<file path="src/rtl/bank_rotator_if.sv">
// Write-side bundle of bank_rotator: per-channel input beats in, per-bank write ports out.
interface bank_rotator_if #(
  parameter int CHANNEL_NUMBER    = 3,
  parameter int CHANNEL_BANDWIDTH = 128,
  parameter int BLOCK_DEPTH       = 480
);
  localparam int AW    = $clog2(BLOCK_DEPTH);
  localparam int SEL_W = $clog2(CHANNEL_NUMBER);

  logic                                             I_valid;
  logic                                             I_frame_start;
  logic [CHANNEL_NUMBER-1:0][CHANNEL_BANDWIDTH-1:0] I_data;
  logic [CHANNEL_NUMBER-1:0]                        O_we;
  logic [CHANNEL_NUMBER-1:0][AW-1:0]                O_addr;
  logic [CHANNEL_NUMBER-1:0][CHANNEL_BANDWIDTH-1:0] O_data;
  logic                                             O_block_done;
  logic [SEL_W-1:0]                                 O_seg_idx;

  modport master (
    output I_valid, I_frame_start, I_data,
    input  O_we, O_addr, O_data, O_block_done, O_seg_idx
  );

  modport slave (
    input  I_valid, I_frame_start, I_data,
    output O_we, O_addr, O_data, O_block_done, O_seg_idx
  );
endinterface

</file>
<file path="src/rtl/bank_rotator.sv">
// Spreads CHANNEL_NUMBER parallel beat streams over as many RAM banks, rotating the
// channel-to-bank mapping once per segment so every bank sees a full block of addresses.
module bank_rotator #(
  parameter int CHANNEL_NUMBER    = 3,
  parameter int CHANNEL_BANDWIDTH = 128,
  parameter int BLOCK_DEPTH       = 480,
  parameter int ROTATE            = 1
) (
  input  logic          I_clk,
  input  logic          I_rst_n,
  bank_rotator_if.slave bus
);
  localparam int SEG_DEPTH = BLOCK_DEPTH / CHANNEL_NUMBER;
  localparam int AW        = $clog2(BLOCK_DEPTH);
  localparam int SEL_W     = $clog2(CHANNEL_NUMBER);

  localparam logic [AW-1:0]    SEG_LAST = AW'(SEG_DEPTH - 1);
  localparam logic [AW-1:0]    G_LAST   = AW'(BLOCK_DEPTH - 1);
  localparam logic [SEL_W-1:0] IDX_LAST = SEL_W'(CHANNEL_NUMBER - 1);

  // Segment base address ch*SEG_DEPTH built from compares and additions only.
  function automatic logic [AW-1:0] seg_base(input logic [SEL_W-1:0] ch);
    logic [AW-1:0] acc;
    acc = '0;
    for (int i = 1; i < CHANNEL_NUMBER; i++) begin
      if (SEL_W'(i) <= ch) acc = acc + AW'(SEG_DEPTH);
    end
    return acc;
  endfunction

  logic [AW-1:0]    seg_pos;
  logic [SEL_W-1:0] seg_idx;
  logic [AW-1:0]    g_cnt;

  logic [AW-1:0]    cur_pos;
  logic [SEL_W-1:0] cur_idx;
  logic [AW-1:0]    cur_g;
  logic             last_p0;

  logic [CHANNEL_NUMBER-1:0][AW-1:0]                addr_p0;
  logic [CHANNEL_NUMBER-1:0][CHANNEL_BANDWIDTH-1:0] data_p0;

  // A frame start restarts the block on this very beat.
  assign cur_pos = bus.I_frame_start ? '0 : seg_pos;
  assign cur_idx = bus.I_frame_start ? '0 : seg_idx;
  assign cur_g   = bus.I_frame_start ? '0 : g_cnt;
  assign last_p0 = (cur_g == G_LAST);

  for (genvar b = 0; b < CHANNEL_NUMBER; b++) begin : g_bank
    if (ROTATE != 0) begin : g_rot
      localparam logic [SEL_W-1:0] B_SEL  = SEL_W'(b);
      localparam logic [SEL_W-1:0] B_WRAP = SEL_W'(b + CHANNEL_NUMBER);
      logic [SEL_W-1:0] src_ch;

      // Bank b is fed by channel (b - seg_idx) mod CHANNEL_NUMBER.
      assign src_ch     = (B_SEL >= cur_idx) ? (B_SEL - cur_idx) : (B_WRAP - cur_idx);
      assign data_p0[b] = bus.I_data[src_ch];
      assign addr_p0[b] = seg_base(src_ch) + cur_pos;
    end else begin : g_dir
      assign data_p0[b] = bus.I_data[b];
      assign addr_p0[b] = cur_g;
    end
  end

  // ---- p0 -> output register boundary (latency 1) ----
  always_ff @(posedge I_clk or negedge I_rst_n) begin
    if (!I_rst_n) begin
      seg_pos          <= '0;
      seg_idx          <= '0;
      g_cnt            <= '0;
      bus.O_we         <= '0;
      bus.O_addr       <= '0;
      bus.O_data       <= '0;
      bus.O_block_done <= 1'b0;
      bus.O_seg_idx    <= '0;
    end else begin
      bus.O_we         <= {CHANNEL_NUMBER{bus.I_valid}};
      bus.O_block_done <= bus.I_valid && last_p0;
      if (bus.I_valid) begin
        bus.O_addr    <= addr_p0;
        bus.O_data    <= data_p0;
        bus.O_seg_idx <= cur_idx;
        g_cnt         <= last_p0 ? '0 : cur_g + 1'b1;
        if (cur_pos == SEG_LAST) begin
          seg_pos <= '0;
          seg_idx <= (cur_idx == IDX_LAST) ? '0 : cur_idx + 1'b1;
        end else begin
          seg_pos <= cur_pos + 1'b1;
          seg_idx <= cur_idx;
        end
      end else if (bus.I_frame_start) begin
        seg_pos <= '0;
        seg_idx <= '0;
        g_cnt   <= '0;
      end
    end
  end
endmodule
</file>
<file path="src/flat_wrapper.sv">
// flat-port wrapper written by rule: the top's interface ports become plain ports
module bank_rotator_flat 
#(
  parameter int CHANNEL_NUMBER    = 3,
  parameter int CHANNEL_BANDWIDTH = 128,
  parameter int BLOCK_DEPTH       = 480,
  parameter int ROTATE            = 1
)
  (I_clk, I_rst_n, bus_I_valid, bus_I_frame_start, bus_I_data, bus_O_we, bus_O_addr, bus_O_data, bus_O_block_done, bus_O_seg_idx);
  bank_rotator_if #(.CHANNEL_NUMBER(CHANNEL_NUMBER), .CHANNEL_BANDWIDTH(CHANNEL_BANDWIDTH), .BLOCK_DEPTH(BLOCK_DEPTH)) bus_i ();
  input  logic I_clk;
  input  logic I_rst_n;
  input wire logic [$bits(bus_i.I_valid)-1:0] bus_I_valid;
  input wire logic [$bits(bus_i.I_frame_start)-1:0] bus_I_frame_start;
  input wire logic [$bits(bus_i.I_data)-1:0] bus_I_data;
  output wire logic [$bits(bus_i.O_we)-1:0] bus_O_we;
  output wire logic [$bits(bus_i.O_addr)-1:0] bus_O_addr;
  output wire logic [$bits(bus_i.O_data)-1:0] bus_O_data;
  output wire logic [$bits(bus_i.O_block_done)-1:0] bus_O_block_done;
  output wire logic [$bits(bus_i.O_seg_idx)-1:0] bus_O_seg_idx;
  assign bus_i.I_valid = bus_I_valid;
  assign bus_i.I_frame_start = bus_I_frame_start;
  assign bus_i.I_data = bus_I_data;
  assign bus_O_we = bus_i.O_we;
  assign bus_O_addr = bus_i.O_addr;
  assign bus_O_data = bus_i.O_data;
  assign bus_O_block_done = bus_i.O_block_done;
  assign bus_O_seg_idx = bus_i.O_seg_idx;
  bank_rotator #(.CHANNEL_NUMBER(CHANNEL_NUMBER), .CHANNEL_BANDWIDTH(CHANNEL_BANDWIDTH), .BLOCK_DEPTH(BLOCK_DEPTH), .ROTATE(ROTATE)) u_core (.I_clk(I_clk), .I_rst_n(I_rst_n), .bus(bus_i));
endmodule
</file>
<file path="config.mk">
export PLATFORM = sky130hd
export DESIGN_NAME = bank_rotator_flat
export DESIGN_NICKNAME = d
export VERILOG_FILES = /design/src/rtl/bank_rotator_if.sv /design/src/rtl/bank_rotator.sv /design/src/flat_wrapper.sv
export SDC_FILE = /design/constraint.sdc
export NUM_CORES = 1
export LEC_CHECK = 0
export BUFFER_PORTS_ARGS = -buffer_cell sky130_fd_sc_hd__buf_4
export CORE_AREA = 4 4 314 316
export CTS_CLUSTER_SIZE = 8
export DETAILED_ROUTE_END_ITERATION = 10
export DIE_AREA = 0 0 318 320
export GPL_ROUTABILITY_DRIVEN = 0
export MAX_ROUTING_LAYER = met4
export PLACE_DENSITY = 0.54
export RECOVER_POWER = 25
export REMOVE_ABC_BUFFERS = 1
export SLEW_MARGIN = 10
export SYNTH_ARGS = -nofsm -noshare
export SYNTH_HDL_FRONTEND = slang
export SYNTH_SLANG_ARGS = --single-unit
</file>
<file path="constraint.sdc">
create_clock -name I_clk -period 3.65 [get_ports I_clk]
set_clock_uncertainty 0.2 [all_clocks]
set_input_delay 0.73 -clock I_clk [delete_from_list [all_inputs] [get_ports I_clk]]
set_output_delay 0.73 -clock I_clk [all_outputs]
set_load 0.02 [all_outputs]
</file>
* Word-level counts from Yosys, hierarchy flattened
Index checks and enable logic that the tools add are counted.
Operators by class: add/subtract/negate cells 13, magnitude comparators 12, equal/unequal tests 3, muxes and demuxes 25, reductions and logical operators 1
Operator list (count):
- binary-select mux 128 bit (select 2 bit) | 3
- two-way mux 128 bit | 3
- two-way mux 9 bit | 9
- adder 8 x 8 -> 9 bit, second input constant | 3
- adder 9 bit | 3
- two-way mux 8 bit | 3
- adder 9 x 1 -> 9 bit, second input constant | 2
- two-way mux 2 bit | 7
- equality test 9 x 8 -> 1 bit, second input constant | 1
- equality test 9 bit, second input constant | 1
- less-than comparator 2 x 3 -> 1 bit, second input constant | 3
- less-or-equal comparator 1 x 2 -> 1 bit, first input constant | 3
- less-or-equal comparator 2 bit, first input constant | 3
- greater-or-equal comparator 1 x 2 -> 1 bit, first input constant | 2
- subtractor 1 x 2 -> 2 bit, first input constant | 2
- subtractor 2 bit, first input constant | 2
- adder 2 x 1 -> 2 bit, second input constant | 1
- equality test 2 bit, second input constant | 1
- greater-or-equal comparator 2 bit, first input constant | 1
- logical AND 1 bit | 1
Storage, ports and cells: register bits after elaboration 435, input port bits 388, output and inout bits 417, logic and storage cells 66

* Longest topological paths before layout
Gate-level depths: netlist (run 1).
depth in word-level cells 8, depth in mapped cells 14, depth with buffers taken out 10

* Worst setup path after synthesis (run 1)
No wires, ideal clock.
path kind input to register, start input port bus_I_frame_start, end register u_core.bus.O_addr[25], library setup time 126 ps, data arrival time 3069 ps, data required time 3324 ps, path slack 255 ps, stages 14, path buffers 5, cells stage by stage clkbuf_1 -> nor2b_1 -> inv_1 -> ha_1 -> buf_2 -> buf_2 -> buf_2 -> buf_1 -> and2_1 -> ha_1 -> nor2b_1 -> a22oi_1 -> o2111a_1 -> a221o_1
On the way: cells in the longest elaborated chain, start to end 8, elaborated cells on any way between the ends 12, those cells by class add/sub: 4; order compare: 3; mux: 5
Ends and longest elaborated chain:
- from (decl) | RTL line flat_wrapper.sv:14 | input wire logic [$bits(bus_i.I_frame_start)-1:0] bus_I_frame_start;
- two-way mux 2 bit * | RTL line bank_rotator.sv:45 | assign cur_idx = bus.I_frame_start ? '0 : seg_idx;
- via u_core.cur_idx[1] | RTL line bank_rotator.sv:36 | logic [SEL_W-1:0] cur_idx;
- subtractor 1 x 2 -> 2 bit, or another cell as far along | RTL line bank_rotator.sv:56 | assign src_ch = (B_SEL >= cur_idx) ? (B_SEL - cur_idx) : (B_WRAP - cur_idx);
- two-way mux 2 bit * | RTL line bank_rotator.sv:56
- less-or-equal comparator 1 x 2 -> 1 bit | RTL line bank_rotator.sv:26 | if (SEL_W'(i) <= ch) acc = acc + AW'(SEG_DEPTH);
- two-way mux 8 bit | RTL line bank_rotator.sv:26
- adder 8 x 8 -> 9 bit | RTL line bank_rotator.sv:26
- two-way mux 9 bit * | RTL line bank_rotator.sv:26
- adder 9 bit * | RTL line bank_rotator.sv:58 | assign addr_p0[b] = seg_base(src_ch) + cur_pos;
- to (signal assigned) | RTL line bank_rotator.sv:80 | bus.O_addr <= addr_p0;
- to (decl) | RTL line bank_rotator_if.sv:26 | output O_we, O_addr, O_data, O_block_done, O_seg_idx
Mark *: on every way through the listed nets, which the timed path passes. The rest lies on a longest branch. A chain may end at the register's enable or synchronous reset.

==> results of run 1 <==
[metrics by stage]
step                      power, uW  hold WS [ns]  util (%)
after CTS                     13700         0.151      34.2
final                         13500         0.214      34.1
after floorplan                6530         0.234         -
after global routing          14100         0.182      34.1
after detailed placement       8210         0.277      32.4
after global placement         8200         0.294      32.4
[registers in the layout, summed over array words and instances (netlist names)]
signal	count
u_core.bus.O_data	384
u_core.bus.O_addr	17
u_core.g_cnt	9
u_core.seg_pos	9
u_core.bus.O_seg_idx	2
u_core.seg_idx	2
u_core.bus.O_block_done	1
u_core.bus.O_we	1
[where the power goes]
group	internal [uW]	switching, uW
sequential	5120	266
combinational	1150	1560
clock	3220	2160
total	9480	3990
[synth_stat cells (all sizes together) (2+ instances only)]
| cell type | number | area share, % |
|---|---|---|
| o21ai | 9 | 0.19 |
| xnor2 | 10 | 0.37 |
| a211o | 2 | 0.074 |
| and3 | 3 | 0.079 |
| mux2i | 131 | 5.5 |
| o221ai | 2 | 0.074 |
| nand2b | 262 | 6.9 |
| nor2b | 13 | 0.34 |
| inv | 9 | 0.14 |
| xor2 | 6 | 0.22 |
| mux2 | 10 | 0.47 |
| nand4 | 4 | 0.13 |
| o21a | 2 | 0.063 |
| o2111ai | 2 | 0.074 |
| nor3 | 4 | 0.084 |
| nand4b | 2 | 0.074 |
| a21oi | 800 | 17 |
| nor4 | 2 | 0.053 |
| or3 | 3 | 0.079 |
| a31oi | 235 | 6.2 |
| a22oi | 3 | 0.095 |
| and2 | 5 | 0.13 |
| buf | 95 | 2.0 |
| nand2 | 144 | 2.3 |
| dfrtp | 425 | 45 |
| nor2 | 533 | 8.4 |
| clkbuf | 187 | 3.0 |
| ha | 9 | 0.47 |
| nand3 | 7 | 0.15 |
[layer usage]
metal / global-route usage, % / wire length, um / vias to the layer above
li1: - / - / 11500
met1: 21.7 / 39000 / 11100
met2: 29.3 / 45300 / 777
met3: 4.66 / 6430 / 169
met4: 6.91 / 3430 / 0
met5: - / 0 / -
[kinds of logic after synthesis]
group	count (synthesis)
compound gates	1066
xor+xnor	16
fa+ha+maj	9
buf+inv	292
flops	425
mux	141
simple gates	988
[area by class of cell]
type / instances / area [sq um]
Sequential cell: 425 / 10600
Fill cell: 10100 / 63300
Clock inverter: 5 / 78.8
Inverter: 10 / 37.5
Multi-Input combinational cell: 2220 / 11900
Antenna cell: 8 / 20.0
Timing Repair Buffer: 878 / 6790
Clock buffer: 69 / 1630
Tap cell: 1276 / 1600
[worst max-delay path, cell delays in order]
cell	delay (ns)
dlygate4sd3_1	0.56
buf_8	0.54
clkbuf_1	1.09
[how the worst max path moves through the flow]
| stage | from | endpoint | slack (ns) | depth (start not counted) |
|---|---|---|---|---|
| floorplan | bus_I_frame_start | u_core.bus.O_data[0]$_DFFE_PN0P_ | -17.23 | 5 |
| global placement | bus_I_frame_start | u_core.bus.O_addr[25]$_DFFE_PN0P_ | 0.47 | 11 |
| detailed placement | bus_I_frame_start | u_core.bus.O_addr[17]$_DFFE_PN0P_ | 0.46 | 9 |
| CTS | u_core.seg_idx[0]$_DFF_PN0_ | u_core.bus.O_data[204]$_DFFE_PN0P_ | 0.96 | 9 |
| global route | I_rst_n | u_core.bus.O_data[38]$_DFFE_PN0P_ | 0.53 | 3 |
| finish | I_rst_n | u_core.bus.O_data[306]$_DFFE_PN0P_ | 0.91 | 3 |
[repair_timing]
item | in CTS | in global routing
resized for setup | 0 | 0
endpoints found under the hold margin | 59 | 0
hold buffers | 1 | 0
==> metrics.txt, run 1 <==
post-route non-filler standard cell count=4891; post-place setup slack=0.456 ns; area share of fa/ha/maj cells after synthesis=0.474%; Clock Pin Slew Worst Setup and Hold Paths=0.05 ns; most frequent cells in the layout=buf_4, a21oi_1, nor2_1; Area growth syn-to-layout=37.8%; Hold Crit Start=bus_I_data[199]; Primary FF master, synth=dfrtp_1; #FFs+latches synth=425; DR WL/cell=19.3 um; Syn Area/Cell=8.08 sq um; FP Rows=114; Syn Std Cell Area=0.0237 sq mm; Root Driver=clkbuf_16; clk buf depth=3; Core Area=0.0960 sq mm; grt ovf=0; clock sink count=425; Pwr Density=412 mW/mm^2; worst skew pair latency=0.63 ns; via count=23600; Global Route Usage Sum=18.1%; Final WS setup=0.910 ns; Max Cap Viol=1; min Tclk post-route=2.74 ns; crit path max fanout=81; main combinational cell family by area after synthesis=compound AO/OA/AOI/OAI gates; Nets=3993; critical path startpoint category=input port; largest net degree at the start of global routing=185; placed instance area=0.0311 sq mm; synthesis warning total=0; Critical Path RT=3.95 ns; # Post-CTS Setup Buffers=0; Simple-Gate Fraction of Synth Area=19.0%; Worst Path Arrival=3.04 ns; Worst setup EP type=async pin; TritonCTS Buffers=61; share of layout cells above drive strength 1=26.2%; Die H=320 um; dpl cells=4808; post-synth cell types=51; Hold Fails Final Rpt=0; # IOs=805; Synth async-reset ratio=100%; drt first pass iters=5; die area=0.102 sq mm; hpwl dp=68.1 mm; worst hold path type=input port to flip-flop; fin. max-slew vios=39; via-per-instance ratio=4.82; final WL=94.2 mm; I/O Buffers=804; Hold Crit Endpoint=u_core.bus.O_data[71]$_DFFE_PN0P_; Sum Neg Setup Slack=0 ns; vias in the first global route=22600; worst reg2reg path depth=10; violated checks=capacitance limit, slew limit; final setup fails=0; Slew @ Worst Pin=1.74 ns; first-pass GRT wire length=141 mm; CTS tree=done; die span in x=318 um; fmax=365 MHz; Initial Utilization=24.7%; Worst IR Drop VDD=0.351 mV; fin crit share=75.1%; sequential element share of the synthesized area=44.8%; R2R Path Start=u_core.seg_idx[1]$_DFF_PN0_; commonest non-fill, non-tap cell in the layout=buf_4; Starting DRT DRC Count=1629; Crit Path Category=input port to async pin; number of enable flip-flop cells after synthesis=0; unrepaired setup endpoints after global routing=false; hold path cells=3; Post-Syn Instances=2937; post-synthesis mux area share=6.00%; status=finished, violations left; FF-to-FF setup slack=0.96 ns; Final ANT Viol Nets=0; leakage=0.0140 uW; detailed-route DRC error count=0; Compound-Gate Fraction of Synth Area=24.0%; initial antenna violation count=9; Post-Synth XOR/XNOR Area=0.590%; Final Cell Area=0.0327 sq mm; reg2reg end=u_core.bus.O_addr[25]$_DFFE_PN0P_; slew margin rel.=-16.1%; # H-tree levels=2
Note: power is estimated with default switching activity, not from simulation.
==> run 2, diff against run 1 <==
ABC_AREA = 1   (was default)
CORE_AREA = 4 4 311 313   (was 4 4 314 316)
DIE_AREA = 0 0 315 317   (was 0 0 318 320)
clock period = 2.55 ns   (was 3.65 ns; I/O delays follow)
==> run 2 against run 1 <==
First-iteration DRC count increased by 62%. The flow still finishes with violations (capacitance limit, slew limit). Synthesized cell count increased by 2.4%. Critical path depth increased by 8. Clock-buffer cell count decreased by 3. Die area decreased by 1.9%. Flip-flop and latch count unchanged. Largest cell class is now sequential cells. Combinational power increased by 46%.
==> metrics.txt, run 2 <==
status=finished, violations left; violated checks=capacitance limit, slew limit; critical path startpoint category=flip-flop; fin util=37.0%; min Tclk post-route=2.44 ns; cells along the critical path=nand2_1 -> buf_4 -> inv_1 -> ha_4 -> inv_6 -> nor2_8 -> buf_12 -> buf_4 -> nand2_1 -> a31oi_1 -> dlygate4sd3_1; Post-Syn Instances=3008; first-pass GRT wire length=156 mm; Root Driver=clkbuf_16; Power Total=19100 uW; fin crit share=95.6%; CTS tree=done; Initial Utilization=24.7%; cell accounting for the most synthesized area=dfrtp_1; hpwl dp=77.5 mm; # IOs=805; top cells by area, synth=dfrtp_1, a21oi_1, nand2_1, a31oi_1, nor2_1; Largest regs=u_core.bus.O_data x384, u_core.bus.O_addr x17; Clock Pin Slew Worst Setup and Hold Paths=0.05 ns; Worst setup EP type=flip-flop; Crit Path Category=flip-flop to flip-flop; sequential element share of the synthesized area=45.6%; crit path max fanout=17; worst skew pair latency=0.60 ns; fin. max-slew vios=93; Primary FF master, synth=dfrtp_1; Slew @ Worst Pin=1.67 ns; crit-path max cell delay=0.56 ns; via count=25800; DR WL/cell=20.1 um; post-synth cell types=32; worst hold path type=input port to flip-flop; number of enable flip-flop cells after synthesis=0; #FFs+latches synth=425; detailed-route DRC error count=0; synthesis warning total=0; Nets=4378; clock sink count=425; Starting DRT DRC Count=2632; Synth async-reset ratio=100%; Final WS setup=0.111 ns; Syn Std Cell Area=0.0233 sq mm; leakage=0.0154 uW; met1 WL=43.9 mm; die area=0.0999 sq mm; final setup fails=0; Hold Fails Final Rpt=0; max reg flops=384; Post-synth top cells=a21oi_1, nand2_1, dfrtp_1; Final ANT Viol Nets=0; Sum Neg Setup Slack=0 ns; area fraction of the dominant cell type after synthesis=45.6%; Max stage delay cell, worst path=dlygate4sd3_1; met2 WL post-DR=52.1 mm; Max Cap Viol=1; drt first pass iters=6; commonest non-fill, non-tap cell in the layout=buf_4; slew margin rel.=-11.6%; met3 routed WL=7.07 mm; Syn Area/Cell=7.75 sq um; clk buf depth=3; Die H=317 um; final WL=106 mm; most frequent cells in the layout=buf_4, a21oi_1, nand2_1; die span in x=315 um; fmax=410 MHz; Worst IR Drop VDD=0.518 mV; Top reg by flops=u_core.bus.O_data; I/O Buffers=804; Core Area=0.0943 sq mm; Critical Path RT=2.88 ns; Area growth syn-to-layout=49.9%; Global Route Usage Sum=20.4%; # H-tree levels=2; Worst Path Arrival=2.77 ns; Top Layer Used=met4; via-per-instance ratio=4.92; most frequent cell after synthesis=a21oi_1; share of layout cells above drive strength 1=27.2%; post-place setup slack=0.0203 ns; initial antenna violation count=2; grt ovf=0; vias in the first global route=25100; largest net degree at the start of global routing=107; Pwr Density=547 mW/mm^2; TritonCTS Buffers=60; FP Rows=113
run 2: cell types whose count changed in the layout (fill, tap and decap cells not counted), sizes merged, moves of 169 or more:
| cell | previous run | this run |
|---|---|---|
| a21oi | 800 | 518 |
| inv | 10 | 179 |
| nand2b | 262 | 0 |
| nand2 | 144 | 476 |
| dlygate4sd3 | 1 | 196 |
| o21ai | 9 | 275 |
run 2: final cells by class:
cell class	count	area [sq um]
clock buffers	66	1580
flip-flops and latches	425	10600
fillers	9705	59400
clock inverters	2	35.0
well taps	1265	1580
repair buffers	1187	9990
multi-input cells	2127	10400
diodes	2	5.00
inverters	180	694
run 2: power by group:
part           internal (uW)  leakage [uW]  switching (uW)
sequential              7320       0.00483             455
clock                   4350      0.000794            3010
combinational           1750       0.00973            2220
run 2: what timing repair did:
item                                    4_1_cts  5_1_grt
endpoints found under the setup margin        0        1
gates resized for setup                       0        1
endpoints found under the hold margin       344        0
hold buffers                                196        0
setup buffers                                 0        5
run 2: path summary, 6_finish.rpt:
check | slack [ns] | cells past startpoint | end | start
max in group asynchronous | 0.25 | 3 | u_core.bus.O_data[146]$_DFFE_PN0P_ | I_rst_n
setup reg to reg | 0.11 | 11 | u_core.bus.O_data[40]$_DFFE_PN0P_ | u_core.seg_idx[0]$_DFF_PN0_
hold reg to reg | 0.28 | 2 | u_core.bus.O_addr[6]$_DFFE_PN0P_ | u_core.bus.O_addr[6]$_DFFE_PN0P_
hold / removal | 0.04 | 3 | u_core.bus.O_data[104]$_DFFE_PN0P_ | bus_I_data[104]
setup / recovery | 0.11 | 11 | u_core.bus.O_data[40]$_DFFE_PN0P_ | u_core.seg_idx[0]$_DFF_PN0_
min in group asynchronous | 0.44 | 2 | u_core.bus.O_data[360]$_DFFE_PN0P_ | I_rst_n
run 2: cell families (layout without fill, tap and decap cells):
kind of cell,Yosys count,in the layout,synth area share [%]
compound gates,1181,1181,28.2
simple gates,927,927,15.5
buf+inv,456,1435,9.79
flops,425,425,45.6
xor+xnor,10,10,0.376
fa+ha+maj,9,9,0.483
other cells,0,2,0
run 2: metal layers:
layer,track usage (%),vias up
li1,-,12300
met1,25.4,12400
met2,34.6,1005
met3,3.46,175
met4,5.11,0
met5,-,-
run 2: critical path: cells and delay by family, from the launching register on:
family	cells	cell delay, ns
AO/OA/AOI/OAI	1	0.13
AND/OR/NAND/NOR	3	0.23
flip-flops	1	0.32
adder cells (fa/ha/maj)	1	0.20
buffers and inverters	6	1.26
run 2: per-stage QoR:
stage	hold slack, ns	instances	instance area, sq um
finish	0.0429	5254	34900
global route	0.0157	5254	34900
CTS	0.000240	5246	35000
detailed placement	0.268	4982	31500
global placement	0.263	4982	31500
floorplan	0.0144	2732	21700
